===== config.mk =====
export PLATFORM = sky130hd
export DESIGN_NAME = paced_fifo
export DESIGN_NICKNAME = d
export VERILOG_FILES = /design/src/rtl/paced_fifo.sv
export SDC_FILE = /design/constraint.sdc
export NUM_CORES = 1
export LEC_CHECK = 0
export CORE_MARGIN = 2
export CORE_UTILIZATION = 36
export CTS_BUF_LIST = sky130_fd_sc_hd__clkbuf_4 sky130_fd_sc_hd__clkbuf_8
export DETAILED_ROUTE_END_ITERATION = 6
export PLACE_DENSITY_LB_ADDON = 0.08
export SLEW_MARGIN = 30
export SYNTH_ARGS = -nofsm -noshare
export SYNTH_HDL_FRONTEND = slang
export SYNTH_SLANG_ARGS = --single-unit

===== constraint.sdc =====
create_clock -name clk -period 2.94 [get_ports clk]
set_input_delay 0.588 -clock clk [delete_from_list [all_inputs] [get_ports clk]]
set_output_delay 0.588 -clock clk [all_outputs]
set_load 0.01 [all_outputs]

===== src/rtl/paced_fifo.sv =====
// Synchronous FIFO paced by divided write/read clocks sampled in the clk domain.
// Each rising edge of w_clk / r_clk opens one write / read slot; overflow and underflow are sticky.
module paced_fifo #(
    parameter int DATA_W = 8,
    parameter int DEPTH  = 8,
    parameter int ADDR_W = $clog2(DEPTH)
) (
    input  logic              clk,
    input  logic              reset_n,
    input  logic              w_clk,
    input  logic              r_clk,
    input  logic              wr_req,
    input  logic [DATA_W-1:0] wr_data,
    output logic              wr_ack,
    output logic [DATA_W-1:0] rd_data,
    output logic              rd_valid,
    output logic              full,
    output logic              empty,
    output logic [ADDR_W:0]   count,
    input  logic              clr_flags,
    output logic              overflow,
    output logic              underflow
);

    localparam logic [ADDR_W:0] PTR_ONE = 1;

    logic [DATA_W-1:0] mem [DEPTH];
    logic [ADDR_W:0]   wptr;
    logic [ADDR_W:0]   rptr;
    logic              w_q;
    logic              r_q;
    logic              wslot;
    logic              rslot;
    logic              push;
    logic              push_rej;
    logic              pop;
    logic              pop_rej;

    assign wslot = w_clk & ~w_q;
    assign rslot = r_clk & ~r_q;

    // Pointers carry one extra wrap bit so full and empty are distinguishable.
    assign empty = (wptr == rptr);
    assign full  = (wptr[ADDR_W] != rptr[ADDR_W]) &&
                   (wptr[ADDR_W-1:0] == rptr[ADDR_W-1:0]);
    assign count = wptr - rptr;

    assign push     = wslot & wr_req & ~full;
    assign push_rej = wslot & wr_req & full;
    assign pop      = rslot & ~empty;
    assign pop_rej  = rslot & empty;

    always_ff @(posedge clk) begin
        if (push) begin
            mem[wptr[ADDR_W-1:0]] <= wr_data;
        end
    end

    always_ff @(posedge clk or negedge reset_n) begin
        if (!reset_n) begin
            w_q       <= 1'b0;
            r_q       <= 1'b0;
            wptr      <= '0;
            rptr      <= '0;
            wr_ack    <= 1'b0;
            rd_valid  <= 1'b0;
            rd_data   <= '0;
            overflow  <= 1'b0;
            underflow <= 1'b0;
        end else begin
            w_q      <= w_clk;
            r_q      <= r_clk;
            wr_ack   <= push;
            rd_valid <= pop;
            if (push) begin
                wptr <= wptr + PTR_ONE;
            end
            if (pop) begin
                rptr    <= rptr + PTR_ONE;
                rd_data <= mem[rptr[ADDR_W-1:0]];
            end
            // A new event in the same cycle as clr_flags keeps the flag set.
            overflow  <= push_rej | (overflow & ~clr_flags);
            underflow <= pop_rej | (underflow & ~clr_flags);
        end
    end

endmodule


==> results of run 1 <==
-- final timing paths --
check                           depth (start not counted)        from         end  slack [ps]
worst max-delay path                                    5     wptr[1]    count[3]         170
worst min-delay path                                    2  rd_data[3]  rd_data[3]         480
worst max register to register                          6     wptr[0]   mem[1][3]         760
worst min register to register                          2  rd_data[3]  rd_data[3]         480
max in group asynchronous                               2     reset_n     wptr[0]        2070
min in group asynchronous                               2     reset_n  rd_data[0]         600
-- logic make-up (layout without fill, tap and decap cells) --
group                    after synthesis  count (layout)  share of synthesized area [%]
buffers and inverters                 19              75                           3.82
flip-flops                            86              86                           69.9
AO/OA/AOI/OAI                         16              16                           2.97
multiplexers                          25              25                           14.0
adder cells (fa/ha/maj)                6               6                           2.33
AND/OR/NAND/NOR                       31              31                           4.28
XOR/XNOR                              10              10                           2.69
-- flip-flops by register name (all words and copies together) (netlist names) --
name / cells
underflow: 1
w_q: 1
wr_ack: 1
rptr: 4
wptr: 4
rd_valid: 1
overflow: 1
rd_data: 8
mem: 64
r_q: 1
-- what timing repair did --
item	CTS	global route
resized for setup	0	2
setup endpoints to repair	0	2
hold buffers	0	0
-- area by class of cell --
type	count	area share [%]
clock buffers	9	2.92
clock inverters	7	1.71
inverters	12	1.06
multi-input cells	88	21.9
flip-flops and latches	86	58.3
well taps	133	3.92
repair buffers	47	10.1
-- layout by cell type (no fill, tap or decap), types with 3 or more instances in the layout --
master and instances:
mux2i_1 8, mux4_2 4, xor2_1 3, nor2_1 6, nand2_1 13, mux4_1 12
dfrtp_1 20, xnor2_1 6, clkdlybuf4s50_1 31, inv_1 12, nor3_1 4, buf_4 16
edfxtp_1 64, clkbuf_8 9, ha_1 5, o21ai_0 9
-- where the power goes --
part           leakage [nW]  internal [mW]  switching, mW
clock                0.0993          0.397          0.432
combinational         0.634          0.768          0.698
sequential            0.846           1.46          0.112
-- metal layers --
layer	wire length (µm)	global-route usage, %	vias to the layer above
li1	-	-	846
met1	3180	18.4	945
met2	3670	24.9	23
met3	152	2.92	7
met4	68	5.16	0
met5	0	0	-
-- worst reg2reg max path, cell delays in order, from the launching register on --
cell and delay, ps:
dfrtp_2 420, inv_1 100, ha_1 340, nand3_1 250
o21ai_2 140, nor3_1 400, buf_4 240
-- stage by stage --
stage	hold WS, ps	std cells
after floorplan	292	193
after global placement	463	366
after detailed placement	470	366
after CTS	489	382
after global routing	521	382
final	479	382
==> impl_metrics.yaml, run 1 <==
synthesis:
  synth_flop_cell: "edfxtp_1"
  netlist_instances: 193
  synth_area_leader: "edfxtp_1"
  syn_area_mm2: 0.00354
  most_frequently_used_cell_type_in_the_post_synthesis_netlist: "edfxtp_1"
  synthesis.yosys.warnings: 0
  edff_count_synth: 64
  postSynth.asyncResetShare_pct: 25.6
  post_synth_most_frequent_cells: "edfxtp_1 (64), dfrtp_1 (22), nand2_1 (13), inv_1 (12), mux4_1 (12)"
  synthDistinctLibCells: 32
  yosysTopAreaCellShare_pct: 54.3
  post_synth_main_area_contributors: "edfxtp_1 (54%), dfrtp_1 (16%), mux4_1 (8.9%)"
  postSynthRegisterBits: 86
  seq_area_frac_synth_pct: 69.9
  synth_area_per_cell_um2: 18.3
  mappedNetlistNets: 213
global_routing:
  antenna_found_initial: 0
  overflow: 0
  largest_net_degree_at_the_start_of_global_routing: 23
  first_global_vias: 1877
  groute.usage.overall_pct: 14.6
  first_pass_grt_wire_length_um: 10900
sta:
  period_needed_ps: 2770
  post-route-worst-setup-slack_ps: 170
  hold_violations: 0
  achievable-frequency_ghz: 0.361
  setup-violations-final: 0
  timing.max_slew.rel_slack_pct: 69.0
  max_slew.worst_pin.slew_ps: 465
  setup_tns_ps: 0
  final_max_slew_violation_count: 0
  rsz0062_at_grt: "false"
  fin_worst_skew_ps: 15.2
  post_route_fraction_of_the_period_consumed_by_the_critical_path_pct: 94.2
status:
  status: "finished clean"
die:
  die_x_um: 103
  starting_density_pct: 36.7
  core_region_area_mm2: 0.00964
  floorplan.io_pins: 32
  row_count: 36
  die_area_mm2: 0.0106
  die_height_um: 103
critical_path:
  crit_buf_inv: 1
  critical_path_required_ps: 2350
  critPathArrivalTime_ps: 2180
  worstSetupPathType: "register to primary output"
  biggest_fanout_along_the_worst_timing_path: 7
  timing.critical_path.max_delay_family: "buffers and inverters"
  cp-end-kind: "primary output"
  critPathMaxStageDelay_ps: 550
  setup.worst_path.start_class: "register"
  crit_path_cell_trace: "ha_1 > a21o_1 > a21oi_1 > xnor2_1 > clkdlybuf4s50_1"
  cp_slowest_cell: "clkdlybuf4s50_1"
final_layout:
  final_net_count: 264
  layout-drive-gt1-share_pct: 17.7
  utilization_pct: 44.0
  antenna-diode-count: 0
  seqCellArea_mm2: 0.00247
  stdcell_area_mm2: 0.00424
  syn_to_final_growth_pct: 19.9
  footprint_of_the_multi_input_gates_um2: 931
  layout.filler_cells: 893
drt:
  drc_errors: 0
  dr_total_vias: 1821
  routed_wire_length_per_instance_um: 18.5
  vias_per_cell: 4.77
  drtPass1Iterations: 4
  postRouteWirelength_um: 7070
  drt_iter0_markers: 41
  ant_nets: 0
min_path:
  hold_class: "register to register"
cts:
  number_of_buffers_added_by_the_clock_tree_synthesis_step: 9
  tritoncts_num_sinks: 86
  tritoncts: "built"
  cts.reportedPaths.clkPinSlew_ps: 90
  clk_path_buf_depth: 2
  cts.htree.levels: 3
  cts.root.buffer_cell: "clkbuf_8"
  setup_buffers_after_cts: 0
  worst_skew_pair.late_latency_ps: 350
placed_design:
  dp_slack_ps: 485
  detailed_place.area_mm2: 0.00405
  io_buffer_count: 31
  finalWeightedCongestion: 0.778
  dpl.hpwl_um: 4600
pwr:
  p_per_area_mw_per_mm2: 912
  report.power.total_mw: 3.87
  power.ir.vdd_worst_mv: 0.357
  leakage_nw: 1.58
flow_run:
  timing.max_cap.violations: 0
Note: power is estimated with default switching activity, not from simulation.
==> run 2, diff against run 1 <==
--- a/config.mk
+++ b/config.mk
@@ -5,10 +5,13 @@
 export SDC_FILE = /design/constraint.sdc
 export NUM_CORES = 1
 export LEC_CHECK = 0
+export CELL_PAD_IN_SITES_DETAIL_PLACEMENT = 0
+export CELL_PAD_IN_SITES_GLOBAL_PLACEMENT = 1
 export CORE_MARGIN = 2
 export CORE_UTILIZATION = 36
 export CTS_BUF_LIST = sky130_fd_sc_hd__clkbuf_4 sky130_fd_sc_hd__clkbuf_8
 export DETAILED_ROUTE_END_ITERATION = 6
+export HOLD_SLACK_MARGIN = 0.06
 export PLACE_DENSITY_LB_ADDON = 0.08
 export SLEW_MARGIN = 30
 export SYNTH_ARGS = -nofsm -noshare
==> run 2 against run 1 <==
Maximum frequency shrank 0.88%. Via count shrank 0.88%. Cell count grew 0.52%. Critical path type unchanged. Die area is the same. Critical path depth is the same. Critical endpoint unchanged. Non-clock buffer count grew 2. Combinational power is essentially flat. Sequential share of layout area shrank 0.39 points. Count of clock-buffer cells in the layout is the same. Total power grew 0.75%.
==> impl_metrics.yaml, run 2 (synthesis results as in run 1) <==
pwr:
  p_per_area_mw_per_mm2: 913
  power.ir.vdd_worst_mv: 0.290
  leakage_nw: 1.60
  report.power.total_mw: 3.90
critical_path:
  timing.critical_path.to: "count[3]"
  timing.reg2reg.setup_slack_ps: 770
  worstSetupPathType: "register to primary output"
  reg2reg_to: "mem[0][4]"
  r2r.worst_path.cells: 5
  critPathArrivalTime_ps: 2210
  critical_path_required_ps: 2350
  setup.worst_path.start_class: "register"
  biggest_fanout_along_the_worst_timing_path: 7
  worst_setup_path_startpoint: "wptr[1]"
  cp-end-kind: "primary output"
  crit-reg2reg-launch: "wptr[2]"
  cp_slowest_cell: "clkdlybuf4s50_1"
  critPathMaxStageDelay_ps: 550
  crit_path_cell_trace: "ha_1 > a21o_1 > a21oi_1 > xnor2_1 > clkdlybuf4s50_1"
final_layout:
  final_net_count: 266
  leading_cell_type_in_the_layout_fill_and_taps_excluded: "edfxtp_1"
  antenna-diode-count: 0
  stdcell_area_mm2: 0.00427
  most-common-layout-cells: "edfxtp_1 (64), clkdlybuf4s50_1 (31), dfrtp_1 (21)"
  largest_register_ffs: 64
  layout-drive-gt1-share_pct: 19.1
  syn_to_final_growth_pct: 20.7
  layout.filler_cells: 890
  final_cell_count_without_fillers: 384
sta:
  setup_tns_ps: 0
  post_route_fraction_of_the_period_consumed_by_the_critical_path_pct: 95.0
  hold_violations: 0
  post-route-worst-setup-slack_ps: 146
  setup-violations-final: 0
  period_needed_ps: 2790
  max_slew.worst_pin.slew_ps: 579
  final_max_slew_violation_count: 0
  achievable-frequency_ghz: 0.358
  fin_worst_skew_ps: 7.75
  timing.max_slew.rel_slack_pct: 61.1
  rsz0062_at_grt: "false"
flow_run:
  timing.max_cap.violations: 0
drt:
  ant_nets: 0
  postRouteWirelength_um: 6680
  vias_per_cell: 4.70
  drc_errors: 0
  drt_iter0_markers: 106
  routed_wire_length_per_instance_um: 17.4
  dr_total_vias: 1805
  drtPass1Iterations: 4
cts:
  cts.reportedPaths.clkPinSlew_ps: 90
  tritoncts: "built"
  cts.htree.levels: 3
  tritoncts_num_sinks: 86
  worst_skew_pair.late_latency_ps: 350
  number_of_buffers_added_by_the_clock_tree_synthesis_step: 9
  cts.root.buffer_cell: "clkbuf_8"
  clk_path_buf_depth: 2
global_routing:
  first_global_vias: 1851
  groute.usage.overall_pct: 13.8
  first_pass_grt_wire_length_um: 10400
  antenna_found_initial: 0
  largest_net_degree_at_the_start_of_global_routing: 23
  overflow: 0
die:
  die_x_um: 103
  core_region_area_mm2: 0.00964
  starting_density_pct: 36.7
  die_height_um: 103
  floorplan.io_pins: 32
  die_area_mm2: 0.0106
  row_count: 36
placed_design:
  dpl.hpwl_um: 4490
  detailed_place.area_mm2: 0.00406
  dp_cells: 368
  finalWeightedCongestion: 0.758
  io_buffer_count: 31
  dp_slack_ps: 509
min_path:
  hold_class: "register to register"
status:
  status: "finished clean"
[run 2: changes by cell type in the layout (fill, tap and decap cells not counted)]
cell        delta
clkinv_1       -2
inv_6          +1
clkinvlp_4     +1
clkinv_2       +1
nand3_1        -1
dfrtp_2        -1
inv_8          +1
dfrtp_1        +1
nand3_2        +1
buf_4          +2
clkinv_4       -2
[run 2: worst min path at each step]
stage	from	endpoint	cells past startpoint	slack [ps]
CTS	rd_data[0]	rd_data[0]	2	500
global route	rd_data[3]	rd_data[3]	2	520
global placement	rd_data[1]	rd_data[1]	2	460
finish	rd_data[1]	rd_data[1]	2	490
detailed placement	rd_data[6]	rd_data[6]	2	470
floorplan	reset_n	overflow	0	290
[run 2: layout make-up]
cell class                      instances  area [µm²]  share of cell area (%)
Sequential cell                        86        2470                    57.9
Tap cell                              133         166                    3.90
Clock buffer                            9         124                    2.90
Clock inverter                          7        80.1                    1.88
Inverter                               12        45.0                    1.05
Multi-Input combinational cell         88         936                    21.9
Timing Repair Buffer                   49         445                    10.4
[run 2: worst max-delay path: cells and delay by family, from the launching register on]
family | cells | cell delay, ps
buffers and inverters | 1 | 550
AO/OA/AOI/OAI | 2 | 360
adder cells (fa/ha/maj) | 1 | 360
flip-flops | 1 | 460
XOR/XNOR | 1 | 130
[run 2: repair_timing]
action	in CTS	in global routing
hold endpoints to repair	0	0
gates resized for setup	0	2
buffers inserted	0	0
endpoints found under the setup margin	0	2
hold buffers	0	0
[run 2: stage by stage]
step                      hold WS (ps)  util (%)
after floorplan                    292         -
after global placement             465      42.1
after detailed placement           474      42.1
after CTS                          496      44.2
after global routing               524      44.3
final                              488      44.3
[run 2: routing by layer]
metal / global-route usage [%] / vias up / routed length (µm)
li1: - / 850 / -
met1: 16.9 / 915 / 2880
met2: 24.0 / 30 / 3550
met3: 2.85 / 10 / 149
met4: 5.47 / 0 / 100
met5: 0 / - / 0
[run 2: power breakdown]
| group | total [mW] | switching [mW] | internal (mW) |
|---|---|---|---|
| combinational | 1.48 | 0.707 | 0.775 |
| clock | 0.846 | 0.440 | 0.406 |
| sequential | 1.57 | 0.109 | 1.46 |
==> run 3, diff against run 2 <==
--- a/config.mk
+++ b/config.mk
@@ -13,7 +13,7 @@
 export DETAILED_ROUTE_END_ITERATION = 6
 export HOLD_SLACK_MARGIN = 0.06
 export PLACE_DENSITY_LB_ADDON = 0.08
-export SLEW_MARGIN = 30
+export SLEW_MARGIN = 20
 export SYNTH_ARGS = -nofsm -noshare
 export SYNTH_HDL_FRONTEND = slang
 export SYNTH_SLANG_ARGS = --single-unit
==> constraint.sdc (replaced) <==
create_clock -name clk -period 2.94 [get_ports clk]
set_input_delay 0.588 -clock clk [delete_from_list [all_inputs] [get_ports clk]]
set_output_delay 0.588 -clock clk [all_outputs]
set_load 0.02 [all_outputs]
==> run 3 against run 2 <==
Setup slack lost 24 ps. Maximum frequency decreased by 0.84%. Critical path depth unchanged. Critical path type unchanged. Critical endpoint is now count[1].
==> impl_metrics.yaml, run 3 (synthesis results as in run 1) <==
sta:
  timing.max_slew.rel_slack_pct: 64.0
  setup_tns_ps: 0
  rsz0062_at_grt: "false"
  setup-violations-final: 0
  period_needed_ps: 2820
  max_slew.worst_pin.slew_ps: 535
  final_max_slew_violation_count: 0
  fin_worst_skew_ps: 10.4
  post_route_fraction_of_the_period_consumed_by_the_critical_path_pct: 95.8
  achievable-frequency_ghz: 0.355
  post-route-worst-setup-slack_ps: 122
  hold_violations: 0
min_path:
  min-delay-start: "rd_data[3]"
  hold_class: "register to register"
critical_path:
  worstSetupPathType: "register to primary output"
  cp_slowest_cell: "clkdlybuf4s50_1"
  critical_path_required_ps: 2350
  biggest_fanout_along_the_worst_timing_path: 6
  crit-reg2reg-launch: "wptr[0]"
  cp-end-kind: "primary output"
  critPathMaxStageDelay_ps: 600
  setup.worst_path.start_class: "register"
  worst_setup_path_startpoint: "wptr[0]"
  crit_path_cell_trace: "inv_1 > ha_1 > fa_1 > inv_1 > clkdlybuf4s50_1"
  critPathArrivalTime_ps: 2230
  timing.reg2reg.setup_slack_ps: 790
  crit_path_frequent_cell: "inv_1"
cts:
  clk_path_buf_depth: 2
  number_of_buffers_added_by_the_clock_tree_synthesis_step: 9
  post_cts_hold_buffer_count: 0
  worst_skew_pair.late_latency_ps: 350
  cts.reportedPaths.clkPinSlew_ps: 80
  tritoncts: "built"
  cts.root.buffer_cell: "clkbuf_8"
  post_cts.resized_instances: 0
  tritoncts_num_sinks: 86
  setup_buffers_after_cts: 0
  cts.htree.levels: 3
status:
  status: "finished clean"
drt:
  routed_wire_length_per_instance_um: 17.5
  vias_per_cell: 4.65
  postRouteWirelength_um: 6720
  drt_iter0_markers: 102
  dr_total_vias: 1784
  drtPass1Iterations: 4
  drc_errors: 0
  ant_nets: 0
die:
  die_height_um: 103
  die_x_um: 103
  floorplan.io_pins: 32
  starting_density_pct: 36.7
  die_area_mm2: 0.0106
  core_region_area_mm2: 0.00964
  row_count: 36
final_layout:
  largest_register_ffs: 64
  antenna-diode-count: 0
  most-common-layout-cells: "edfxtp_1 (64), clkdlybuf4s50_1 (29), dfrtp_1 (22)"
  syn_to_final_growth_pct: 21.3
  leading_cell_type_in_the_layout_fill_and_taps_excluded: "edfxtp_1"
  layout-drive-gt1-share_pct: 18.7
  final_net_count: 266
global_routing:
  first_global_vias: 1870
  antenna_found_initial: 0
  groute.usage.overall_pct: 13.9
  largest_net_degree_at_the_start_of_global_routing: 23
  first_pass_grt_wire_length_um: 10400
  overflow: 0
pwr:
  p_per_area_mw_per_mm2: 949
  report.power.total_mw: 4.07
  power.ir.vdd_worst_mv: 0.374
  leakage_nw: 1.62
placed_design:
  dp_slack_ps: 446
  finalWeightedCongestion: 0.715
  dpl.hpwl_um: 4490
  io_buffer_count: 31
flow_run:
  timing.max_cap.violations: 0
==> run 3: cell count changes in the layout (fill, tap and decap cells not counted) <==
cell,before,now
clkinv_4,0,3
dlymetal6s2s_1,0,2
clkdlybuf4s50_1,31,29
dfrtp_1,21,22
inv_6,3,0
dfrtp_2,1,0
inv_8,1,0
bufinv_16,1,2
==> run 3: path summary, 6_finish.rpt <==
kind                              endpoint  cells past startpoint
worst max-delay path              count[1]                      5
worst min-delay path            rd_data[3]                      2
worst max register to register   mem[0][4]                      6
worst min register to register  rd_data[3]                      2
max in group asynchronous       rd_data[4]                      2
min in group asynchronous              r_q                      2
==> run 3: layout make-up <==
type                       instances  area, µm²
fill                             896       5350
sequential                        86       2470
multi-input combinational         88        936
timing repair buffer              49        450
tap                              133        166
clock buffer                       9        124
clock inverter                     7       98.8
inverter                          12       45.0
==> run 3: per-layer routing <==
layer / up-vias / track usage [%] / part of all wire, % / wire length (µm)
li1: 846 / - / - / -
met1: 891 / 18.2 / 45 / 3040
met2: 34 / 22.7 / 50 / 3380
met3: 13 / 2.64 / 2.4 / 163
met4: 0 / 6.07 / 2.1 / 139
met5: - / 0 / 0 / 0
==> run 3: critical path, delay by kind of cell (launching register included) <==
kind,cells,cell delay (ps)
adder cells (fa/ha/maj),2,680
flip-flops,1,440
buffers and inverters,3,770
==> run 3: power breakdown <==
part           internal [mW]  leakage, nW  switching [mW]
registers               1.46        0.848           0.113
clock network          0.481        0.109           0.423
logic                  0.765        0.664           0.828
==> run 3: metrics by stage <==
stage	instances	utilization [%]	area, µm²	hold slack (ps)
floorplan	193	-	3540	292
global placement	368	42.1	4060	464
detailed placement	368	42.1	4060	473
CTS	384	44.4	4280	494
global route	384	44.5	4290	520
finish	384	44.5	4290	484
==> RTL change, RTL diff (config.mk and constraints of run 1) <==
The parameter `DEPTH` goes from 8 to 4.
--- a/src/rtl/paced_fifo.sv
+++ b/src/rtl/paced_fifo.sv
@@ -3,5 +3,5 @@
 module paced_fifo #(
     parameter int DATA_W = 8,
-    parameter int DEPTH  = 8,
+    parameter int DEPTH  = 4,
     parameter int ADDR_W = $clog2(DEPTH)
 ) (
Ports: changed (resized count); port bits go from 32 to 31. The function was not compared with the original's and may differ.
==> RTL change against run 1 <==
Register-to-register slack gained 0.03 ns. Power shrank 37%. Count of clock-buffer cells in the layout shrank 3. Synthesized area shrank 41%. Sequential cell count shrank 34. Setup slack gained 0.057 ns. Core utilization grew 2.3 points. Largest power group is now combinational cells. Worst hold slack gained 0.032 ns. Design area shrank 39%. Routed wire length shrank 48%.
==> RTL change: results (changes against run 1) <==
status: finished, final reports clean
first-pass GRT wire length: 5980 µm (-45%)
share of async-settable or async-resettable flops after synthesis: 0.385 (+0.129)
WL/cell: 16.3 µm (-12%)
Max-slew headroom: 0.619 (-0.0718)
Total GRT Usage: 0.131 (-0.0146)
GPL Wtd Cong: 0.691 (-11%)
WHS Path Cells: 1 (-1)
reg-to-reg slack, setup: 0.79 ns (+0.03 ns)
Final #Nets: 173 (-34%)
PortBufs: 30 (-3.2%)
sequential area share after synthesis: 0.699 (about the same)
DP Area: 2490 µm² (-38%)
Clock Skews: 0.00539 ns (-0.00985 ns)
Yosys cell types: 22 (-31%)
Post-Route WL: 3660 µm (-48%)
initial DRC count: 43 (+4.9%)
top cells by count, synth: edfxtp_1 (32), dfrtp_1 (20), inv_1 (11)
Largest register FFs: 32 (-50%)
Critical Path AT: 2.12 ns (-0.06 ns)
min-delay src: rd_data[6]
cell count after synthesis: 113 (-41%)
worst vdd ir: 0.594 mV (+66%)
synth top area cells: edfxtp_1 (46%), dfrtp_1 (24%), mux4_2 (8.6%)
vias in the first global route: 1160 (-38%)
Post-synth EDFFs: 32 (-50%)
R2R depth: 4 (-2)
CTS Buf Count: 5 (-4)
worst reg2reg endpoint: mem[0][3]
hold endpoint: rd_data[6]
Inst Count DP: 216 (-41%)
DP Wirelength: 2470 µm (-46%)
pin count of the biggest net entering global routing: 21 (-8.7%)
leakage power: 0.971 nW (-38%)
CTS H-tree lvls: 2 (-1)
layout cells sized above 1: 0.217 (+0.0404)
Worst-Skew Late Latency: 0.30 ns (-0.05 ns)
==> RTL change: area by class of cell <==
class / instances / area [µm²]
clock inverter: 2 / 10.0
tap: 72 / 90.1
sequential: 52 / 1460
timing repair buffer: 34 / 330
clock buffer: 6 / 82.6
multi-input combinational: 47 / 568
fill: 504 / 2990
inverter: 11 / 41.3
==> RTL change: where the power goes <==
part,internal [W],total [W],switching [W],leakage [nW]
logic,0.000580,0.00104,0.000457,0.389
clock network,0.000188,0.000411,0.000223,0.0510
registers,0.000921,0.00101,0.0000864,0.531
total,0.00169,0.00246,0.000766,0.971
==> RTL change: per-layer routing <==
layer,routed length (µm),GRT usage,up-vias
li1,-,-,485
met1,1510,0.150,537
met2,1940,0.232,30
met3,174,0.0393,5
met4,37,0.0458,0
met5,0,0,-
==> RTL change: worst max path at each step <==
stage | start | endpoint | slack [ns]
after global routing | wptr[0] | count[2] | 0.08
after global placement | w_clk | mem[2][1] | 0.50
after CTS | wptr[0] | count[2] | 0.21
after floorplan | rptr[1] | mem[0][0] | 0.86
final | wptr[0] | count[2] | 0.23
after detailed placement | w_clk | mem[2][0] | 0.38
==> RTL change: logic make-up (layout without fill, tap and decap cells) <==
group | after synthesis | after routing | share of synthesized area
xor+xnor | 7 | 7 | 0.0329
buf+inv | 14 | 53 | 0.0293
fa+ha+maj | 8 | 8 | 0.0515
mux | 18 | 18 | 0.140
simple gates | 8 | 8 | 0.0209
compound gates | 6 | 6 | 0.0263
flops | 52 | 52 | 0.699
==> RTL change: critical path: stages (launching register included) <==
cell	delay, ns
dfrtp_1	0.38
inv_1	0.10
ha_1	0.22
fa_1	0.39
xnor2_1	0.17
clkdlybuf4s50_1	0.55
